==> src/rtl/pipe_stage_chain.sv <==
// Elastic pipeline register: DEPTH valid/data stages with backpressure, bubble
// collapsing, flush, occupancy count and a zero flag on the output register.
module pipe_stage_chain #(
  parameter int unsigned      WIDTH     = 16,
  parameter int unsigned      DEPTH     = 2,
  parameter logic [WIDTH-1:0] RESET_VAL = '0
) (
  input  logic                         clk,
  input  logic                         reset,
  input  logic                         flush,
  input  logic                         in_valid,
  output logic                         in_ready,
  input  logic [WIDTH-1:0]             in_data,
  output logic                         out_valid,
  input  logic                         out_ready,
  output logic [WIDTH-1:0]             out_data,
  output logic                         out_zero,
  output logic [$clog2(DEPTH+1)-1:0]   occupancy
);

  localparam int unsigned OCC_W = $clog2(DEPTH + 1);

  logic [DEPTH-1:0] v_q;
  logic [DEPTH-1:0] v_d;
  logic [WIDTH-1:0] d_q [DEPTH];
  logic [WIDTH-1:0] d_d [DEPTH];
  logic [DEPTH-1:0] adv;
  logic [DEPTH-1:0] load;
  logic             in_fire;
  logic [OCC_W-1:0] occ;

  // Ready chain: walks from the output side back to the input side.
  always_comb begin
    adv  = '0;
    load = '0;
    adv[DEPTH-1] = v_q[DEPTH-1] && out_ready;
    for (int k = int'(DEPTH) - 2; k >= 0; k--) begin
      adv[k] = v_q[k] && (!v_q[k+1] || adv[k+1]);
    end
    for (int k = 0; k < int'(DEPTH); k++) begin
      load[k] = !v_q[k] || adv[k];
    end
    in_ready = load[0] && !flush && !reset;
  end

  // Next state; data registers only capture real items, never bubbles.
  always_comb begin
    v_d     = v_q;
    d_d     = d_q;
    in_fire = in_valid && in_ready;
    if (load[0]) begin
      v_d[0] = in_fire;
      if (in_fire) d_d[0] = in_data;
    end
    for (int k = 1; k < int'(DEPTH); k++) begin
      if (load[k]) begin
        v_d[k] = adv[k-1];
        if (adv[k-1]) d_d[k] = d_q[k-1];
      end
    end
    if (flush) begin
      v_d = '0;
      d_d = d_q;
    end
  end

  always_ff @(posedge clk) begin
    if (reset) begin
      v_q <= '0;
      for (int k = 0; k < int'(DEPTH); k++) d_q[k] <= RESET_VAL;
    end else begin
      v_q <= v_d;
      d_q <= d_d;
    end
  end

  always_comb begin
    occ = '0;
    for (int k = 0; k < int'(DEPTH); k++) occ = occ + OCC_W'(v_q[k]);
  end

  assign occupancy = occ;
  assign out_valid = v_q[DEPTH-1];
  assign out_data  = d_q[DEPTH-1];
  assign out_zero  = v_q[DEPTH-1] && (d_q[DEPTH-1] == '0);

endmodule

==> config.mk <==
export PLATFORM = sky130hd
export DESIGN_NAME = pipe_stage_chain
export DESIGN_NICKNAME = d
export VERILOG_FILES = /design/src/rtl/pipe_stage_chain.sv
export SDC_FILE = /design/constraint.sdc
export NUM_CORES = 1
export LEC_CHECK = 0
export CORE_ASPECT_RATIO = 1.1
export CORE_MARGIN = 8
export CORE_UTILIZATION = 51
export CTS_CLUSTER_DIAMETER = 50
export DETAILED_ROUTE_END_ITERATION = 7
export GPL_TIMING_DRIVEN = 0
export PLACE_DENSITY = 0.83
export SLEW_MARGIN = 20
export SYNTH_ARGS = -nofsm -noshare
export SYNTH_HDL_FRONTEND = slang
export SYNTH_SLANG_ARGS = --single-unit
==> constraint.sdc <==
create_clock -name clk -period 1.6 [get_ports clk]
set_input_delay 0.16 -clock clk [delete_from_list [all_inputs] [get_ports clk]]
set_output_delay 0.16 -clock clk [all_outputs]
set_load 0.005 [all_outputs]
---- Yosys cells after proc, flatten, opt, wreduce, memory -nomap -nowiden ----
Index checks and enable logic that the tools add are counted.
storage, ports and cells
  bits in registers ....................... 34
  input bits .............................. 21
  output and inout bits ................... 21
cells by class
  $add $sub $neg .......................... 1
  bitwise gates (word level) .............. 1
  reductions and logical operators ........ 16
operators with widths
  kind                  number
  logical NOT 16 bit    1
  logical AND 1 bit     6
  AND reduction 3 bit   2
  logical NOT 1 bit     4
  adder 1 x 1 -> 2 bit  1
  logical OR 1 bit      2
  OR reduction 2 bit    1
  NOT 1 bit             1

---- Longest topological paths before layout ----
Gate-level depths: netlist of the first run.
  word-level depth ........................ 8
  gate-level depth with buffers ........... 5

---- Worst setup path before layout of the first run ----
Ideal clock, no wire load.
  kind .................................... reg2reg
  start point ............................. register v_q[1]
  end point ............................... register d_q[21] in the netlist's numbering
  data arrival time ....................... 1.098 ns
  data required time ...................... 1.541 ns
  setup slack ............................. 0.443 ns
  cell stages (with the launch flop) ...... 5
  buffers on the path ..................... 1
  path through ............................ dfxtp_1 -> and3b_1 -> nor3_4 -> buf_6 -> a31o_1
on the way
  longest elaborated chain between the ends .. 8
RTL lines
  element                                                        RTL line  RTL
  start: declaration                                             23        logic [DEPTH-1:0] v_q;
  start signal: assignment                                       72        v_q <= v_d;
  logical NOT 1 bit / logical AND 1 bit (equally long branches)  38, 36
  logical OR 1 bit (*)                                           38        adv[k] = v_q[k] && (!v_q[k+1] || adv[k+1]);
  logical AND 1 bit (*)                                          38
  logical OR 1 bit (*)                                           41        load[k] = !v_q[k] || adv[k];
  logical AND 1 bit (*) (2 in series)                            43        in_ready = load[0] && !flush && !reset;
  net in_ready                                                   12        output logic in_ready,
  logical AND 1 bit (*)                                          50        in_fire = in_valid && in_ready;
  AND reduction 3 bit (no source line) (*)                       --
  end signal: assignment                                         73        d_q <= d_d;
  end: declaration                                               25        logic [WIDTH-1:0] d_q [DEPTH];
Mark *: on every way through the listed nets, which the timed path passes. The rest lies on a longest branch.
A chain may end at the register's enable or synchronous reset.

---- Final worst setup path of the first run ----
  start point ............................. register d_q, in the netlist out_data[8]
  end point ............................... output port out_zero
on the way
  longest elaborated chain between the ends .. 2
RTL lines
  element             RTL line  RTL
  logical NOT 16 bit  85        assign out_zero = v_q[DEPTH-1] && (d_q[DEPTH-1] == '0);
  logical AND 1 bit   85
  end: declaration    17        output logic out_zero,
No other way between the ends.

==> impl_metrics.json, run 1 <==
{
  "outcome": "finished with violations",
  "violations": "setup timing",
  "slew_headroom_pct": 69.4,
  "synthFlopType": "dfxtp_1",
  "cp-end-kind": "output pin",
  "hold_depth": 2,
  "fin_cells": 267,
  "hold_start": "in_valid",
  "grt_max_degree": 11,
  "min_to": "d_q[20]",
  "synth_top_area_cell": "dfxtp_1",
  "reg2reg_depth": 6,
  "dp.cells": 253,
  "synth_area_leaders": "dfxtp_1 (43%), a21oi_1 (10%), buf_4 (8.5%)",
  "drv_cap": 0,
  "antenna_found_initial": 0,
  "r2r_end": "d_q[28]",
  "ctsHoldBuffers": 0,
  "crit_required_ns": 1.44,
  "drv_slew": 0,
  "use_met3_pct": 6.46,
  "cts_buffer_depth": 2,
  "grt_pass1_vias": 1512,
  "clk_latency_ns": 0.33,
  "powerDensity_nw_per_um2": 691,
  "multiInputGateArea_sq_um": 746,
  "worstHoldPathType": "input port to register",
  "synth-edff-count": 0,
  "antennaDiodeCount": 0,
  "cp.arrival_ns": 1.48,
  "die_w_um": 69.3,
  "viasPerCell": 5.50,
  "met1_usage_pct": 17.5,
  "tightest_slew_ns": 0.459,
  "r2r_start": "v_q[1]",
  "fin_nets": 255,
  "grt_overflow": 0,
  "path_clk_slew_ns": 0.10,
  "seqCellArea_sq_um": 692,
  "fp-row-count": 21,
  "synth_nets": 202,
  "crit_path_max_fanout": 3,
  "synth.most_common_cell": "dfxtp_1",
  "ys_warn_count": 0,
  "final-setup-viol-count": 1,
  "leakage_nw": 0.836,
  "crit_chain": "nor4_4 -> nand4_1 -> nor4_1 -> buf_2",
  "die_y_um": 74.7,
  "slowest_delay_ns": 0.35,
  "rsz0062_at_grt": "true",
  "dr.first_iter.drc_count": 77,
  "fillers": 235,
  "syn-cell-area_sq_um": 1600,
  "vias": 1468,
  "async_flop_share_pct": 0,
  "ys_seq_elements": 34,
  "dpl_worst_slack_ns": -0.483,
  "first_pass_iters": 4,
  "reg2reg_slack_ns": 0.13,
  "synth.distinct_cells": 26,
  "tritoncts.num_buffers": 5,
  "grt_pass1_wl_um": 6960,
  "grt_util_all_layers_pct": 16.4,
  "yosysTopAreaCellShare_pct": 42.6,
  "met2_usage_pct": 28.9,
  "grt.busiest_layer": "met2",
  "fin_crit_ns": 1.64,
  "finalHoldViolCount": 0,
  "cts-root-buf": "clkbuf_4",
  "cp-start-kind": "register",
  "wirelength_um": 4110,
  "setup-tns-final_ns": -0.0402,
  "timing.fmax_mhz": 610,
  "place_hpwl_um": 3120,
  "routedWlPerCell_um": 15.4,
  "io_pins": 42,
  "cts_max_level": 2,
  "drtAntennaViolNets": 0,
  "final_layout_size_suffix_gt1_share_pct": 26.2,
  "yosysSeqAreaShare_pct": 42.6,
  "synth.cells.most_frequent": "dfxtp_1 (34), a21oi_1 (32), buf_4 (18), nand2b_1 (17), nand3_1 (16)",
  "hold_ws_ns": 0.130,
  "tritoncts": "done",
  "fin_ws_ns": -0.0402,
  "cts.sinks": 34,
  "start_util_pct": 52.8,
  "port_buffers": 39,
  "power_mw": 1.50,
  "gp_congestion": 0.812,
  "cp_slowest_cell": "dfxtp_2",
  "fin_worst_skew_ns": 0.00694,
  "timing.final.crit_share_pct": 103,
  "peakVddDrop_uv": 692,
  "avgSynthCellArea_sq_um": 8.87,
  "syn_inst": 180,
  "criticalPathCategory": "register to output pin",
  "die_area_sq_um": 5180,
  "core-area_sq_um": 3020,
  "areaGrowthSynthToFinish_pct": 35.6,
  "drc_errors": 0
}
## state kept, by name (all words and copies together) (netlist names)
register / flops
out_data: 16
d_q: 16
v_q: 2
## cell type report
type | instances | area share (%)
multi-input cells | 115 | 34.5
flip-flops and latches | 34 | 32.0
repair buffers | 46 | 19.9
plain buffers | 31 | 9.65
clock buffers | 7 | 2.08
well taps | 34 | 1.97
## kinds of logic (layout without fill, tap and decap cells)
logic type      Yosys count  count (layout)  share of synthesized area (%)
fa+ha+maj                 1               1                          0.784
flops                    34              34                           42.6
simple gates             50              50                           19.8
buf+inv                  31              84                           13.0
compound gates           64              64                           23.8
## worst max-delay path by stage
| stage | start | endpoint | slack, ns | cells past startpoint |
|---|---|---|---|---|
| after floorplan | v_q[1] | d_q[21] | 0.44 | 4 |
| after global placement | out_ready | in_ready | -0.45 | 5 |
| after detailed placement | out_ready | in_ready | -0.48 | 5 |
| after CTS | v_q[1] | out_zero | -0.14 | 5 |
| after global routing | v_q[1] | out_zero | -0.17 | 5 |
| final | out_data[8] | out_zero | -0.04 | 4 |
## timing repair
action / in CTS / in global routing
buffers inserted: 5 / 2
setup endpoints to repair: 4 / 2
pin swaps: 4 / 2
cloned: 0 / 0
gates resized for setup: 22 / 5
## where the power goes
group / internal (mW) / switching [mW] / leakage (nW)
combinational: 0.108 / 0.0753 / 0.531
clock: 0.165 / 0.260 / 0.0254
sequential: 0.870 / 0.0181 / 0.279
## worst max-delay path, delay by kind of cell, from the launching register on
family,cells,cell delay (ns)
flops,1,0.35
simple gates,3,0.64
buf+inv,1,0.15
## per-stage QoR
stage	util, %	area, sq um
finish	71.6	2160
global route	71.6	2160
CTS	71.1	2150
detailed placement	67.2	2030
global placement	67.2	2030
floorplan	-	1600
## metal layers
layer / routed length (um) / part of all wire, %
met3: 265 / 6.4
met1: 1610 / 39
met4: 37 / 0.90
met2: 2190 / 53
met5: 0 / 0
## placed cells by master (no fill, tap or decap), types with 2 or more instances in the layout
master,n
clkbuf_1,5
a21oi_1,32
clkbuf_4,5
nor3_1,2
dfxtp_2,3
dfxtp_4,2
clkdlybuf4s50_1,35
buf_2,9
o21ai_0,15
a31o_1,10
buf_4,24
a31o_2,6
dfxtp_1,29
clkbuf_2,2
nor2_1,3
buf_6,3
nand3_1,16
nand2b_1,17
No activity file was read; power rests on OpenSTA's default activity.
==> run 2: changes to the inputs <==
--- a/config.mk
+++ b/config.mk
@@ -12,6 +12,7 @@
 export DETAILED_ROUTE_END_ITERATION = 7
 export GPL_TIMING_DRIVEN = 0
 export PLACE_DENSITY = 0.83
+export SETUP_SLACK_MARGIN = 0.2
 export SLEW_MARGIN = 20
 export SYNTH_ARGS = -nofsm -noshare
 export SYNTH_HDL_FRONTEND = slang
==> impl_metrics.json, run 2 (synthesis results as in run 1) <==
{
  "outcome": "finished with violations",
  "violations": "setup timing",
  "use_met3_pct": 5.93,
  "finalHoldViolCount": 0,
  "fp-row-count": 21,
  "fin_worst_skew_ns": 0.0120,
  "gp_congestion": 0.812,
  "seqCellArea_sq_um": 709,
  "grt_util_all_layers_pct": 17.7,
  "viasPerCell": 5.97,
  "cts_buffer_depth": 2,
  "timing.final.crit_share_pct": 111,
  "criticalPathCategory": "register to output pin",
  "worstHoldPathType": "input port to register",
  "slew_headroom_pct": 60.7,
  "cts-root-buf": "clkbuf_4",
  "drc_errors": 0,
  "grt_pass1_vias": 1615,
  "grt_max_degree": 11,
  "final_common_cell": "buf_4",
  "cts.sinks": 34,
  "multiInputGateArea_sq_um": 911,
  "hold_ws_ns": 0.121,
  "cp-start-kind": "register",
  "slowest_delay_ns": 0.35,
  "drv_cap": 0,
  "final-setup-viol-count": 1,
  "crit_chain": "nor4_4 -> nand4_1 -> nor4_1 -> buf_2",
  "path_clk_slew_ns": 0.11,
  "grt_overflow": 0,
  "layout_common_cells": "buf_4 (35), clkdlybuf4s50_1 (18), a21oi_2 (17), dfxtp_1 (17), nand2b_1 (16)",
  "dr.first_iter.drc_count": 147,
  "timing.fmax_mhz": 561,
  "hold_depth": 2,
  "fillers": 174,
  "cts_max_level": 2,
  "tightest_slew_ns": 0.590,
  "routedWlPerCell_um": 20.1,
  "tritoncts.num_buffers": 5,
  "dpl_worst_slack_ns": -0.483,
  "final_layout_size_suffix_gt1_share_pct": 50.4,
  "vias": 1684,
  "die_y_um": 74.7,
  "grt.busiest_layer": "met2",
  "fin_nets": 270,
  "areaGrowthSynthToFinish_pct": 58.1,
  "reg2reg_depth": 7,
  "powerDensity_nw_per_um2": 618,
  "fin_crit_ns": 1.78,
  "die_w_um": 69.3,
  "io_pins": 42,
  "leakage_nw": 1.03,
  "port_buffers": 39,
  "cp_slowest_cell": "dfxtp_2",
  "final_util_pct": 83.5,
  "crit_path_max_fanout": 2,
  "clk_latency_ns": 0.35,
  "drtAntennaViolNets": 0,
  "cp-end-kind": "output pin",
  "place_hpwl_um": 3120,
  "wirelength_um": 5670,
  "grt_pass1_wl_um": 7470,
  "met2_usage_pct": 33.1,
  "antenna_found_initial": 0,
  "start_util_pct": 52.8,
  "tritoncts": "done",
  "rsz0062_at_grt": "true",
  "crit_required_ns": 1.44,
  "first_pass_iters": 4,
  "cp.arrival_ns": 1.62,
  "peakVddDrop_uv": 550,
  "fin_ws_ns": -0.182,
  "drv_slew": 0,
  "met1_usage_pct": 18.0,
  "ctsHoldBuffers": 0,
  "core-area_sq_um": 3020,
  "die_area_sq_um": 5180,
  "power_mw": 1.56,
  "antennaDiodeCount": 0
}
==> run 2: cell types whose count changed in the layout (fill, tap and decap cells not counted), sizes merged <==
cell | previous run | this run
dlygate4sd2 | 1 | 13
clkdlybuf4s50 | 35 | 18
clkdlybuf4s15 | 0 | 1
buf | 36 | 54
dlymetal6s2s | 0 | 1
==> run 2: final timing paths <==
path | end | slack [ns] | from
setup / recovery | out_zero | -0.18 | out_data[8]
hold / removal | d_q[20] | 0.12 | in_valid
setup reg to reg | d_q[19] | 0.09 | v_q[1]
hold reg to reg | out_data[11] | 0.47 | d_q[27]
==> run 2: per-layer routing <==
metal  share of wire, %  wire, um
met1                 39      2190
met2                 52      2960
met3                6.5       370
met4                2.8       156
met5                  0         0
==> run 2: per-stage QoR <==
step,area (sq um),std cells,TNS (ns)
floorplan,1600,180,0
finish,2520,282,-0.182
global route,2520,282,-0.247
CTS,2230,273,-0.127
global placement,2030,253,-1.23
detailed placement,2030,253,-1.70
==> run 2: repair_timing <==
action | 4_1_cts | 5_1_grt
buffers inserted | 13 | 6
pin swaps | 4 | 24
endpoints found under the setup margin | 21 | 26
cloned | 0 | 3
resized for setup | 65 | 74
==> run 2: cell type report <==
class | instances | share of cell area, %
Buffer | 31 | 9.77
Clock buffer | 7 | 1.78
Multi-Input combinational cell | 115 | 36.1
Sequential cell | 34 | 28.1
Tap cell | 34 | 1.69
Timing Repair Buffer | 61 | 22.6
==> run 2: critical path: cells and delay by family, from the launching register on <==
| kind | cells | cell delay (ns) |
|---|---|---|
| simple gates | 3 | 0.77 |
| flops | 1 | 0.35 |
| buf+inv | 1 | 0.16 |
==> run 2: report_power, final <==
| group | switching [mW] | total [mW] | internal (mW) |
|---|---|---|---|
| combinational | 0.0979 | 0.219 | 0.121 |
| clock | 0.287 | 0.452 | 0.166 |
| sequential | 0.0214 | 0.890 | 0.868 |
| total | 0.406 | 1.56 | 1.15 |
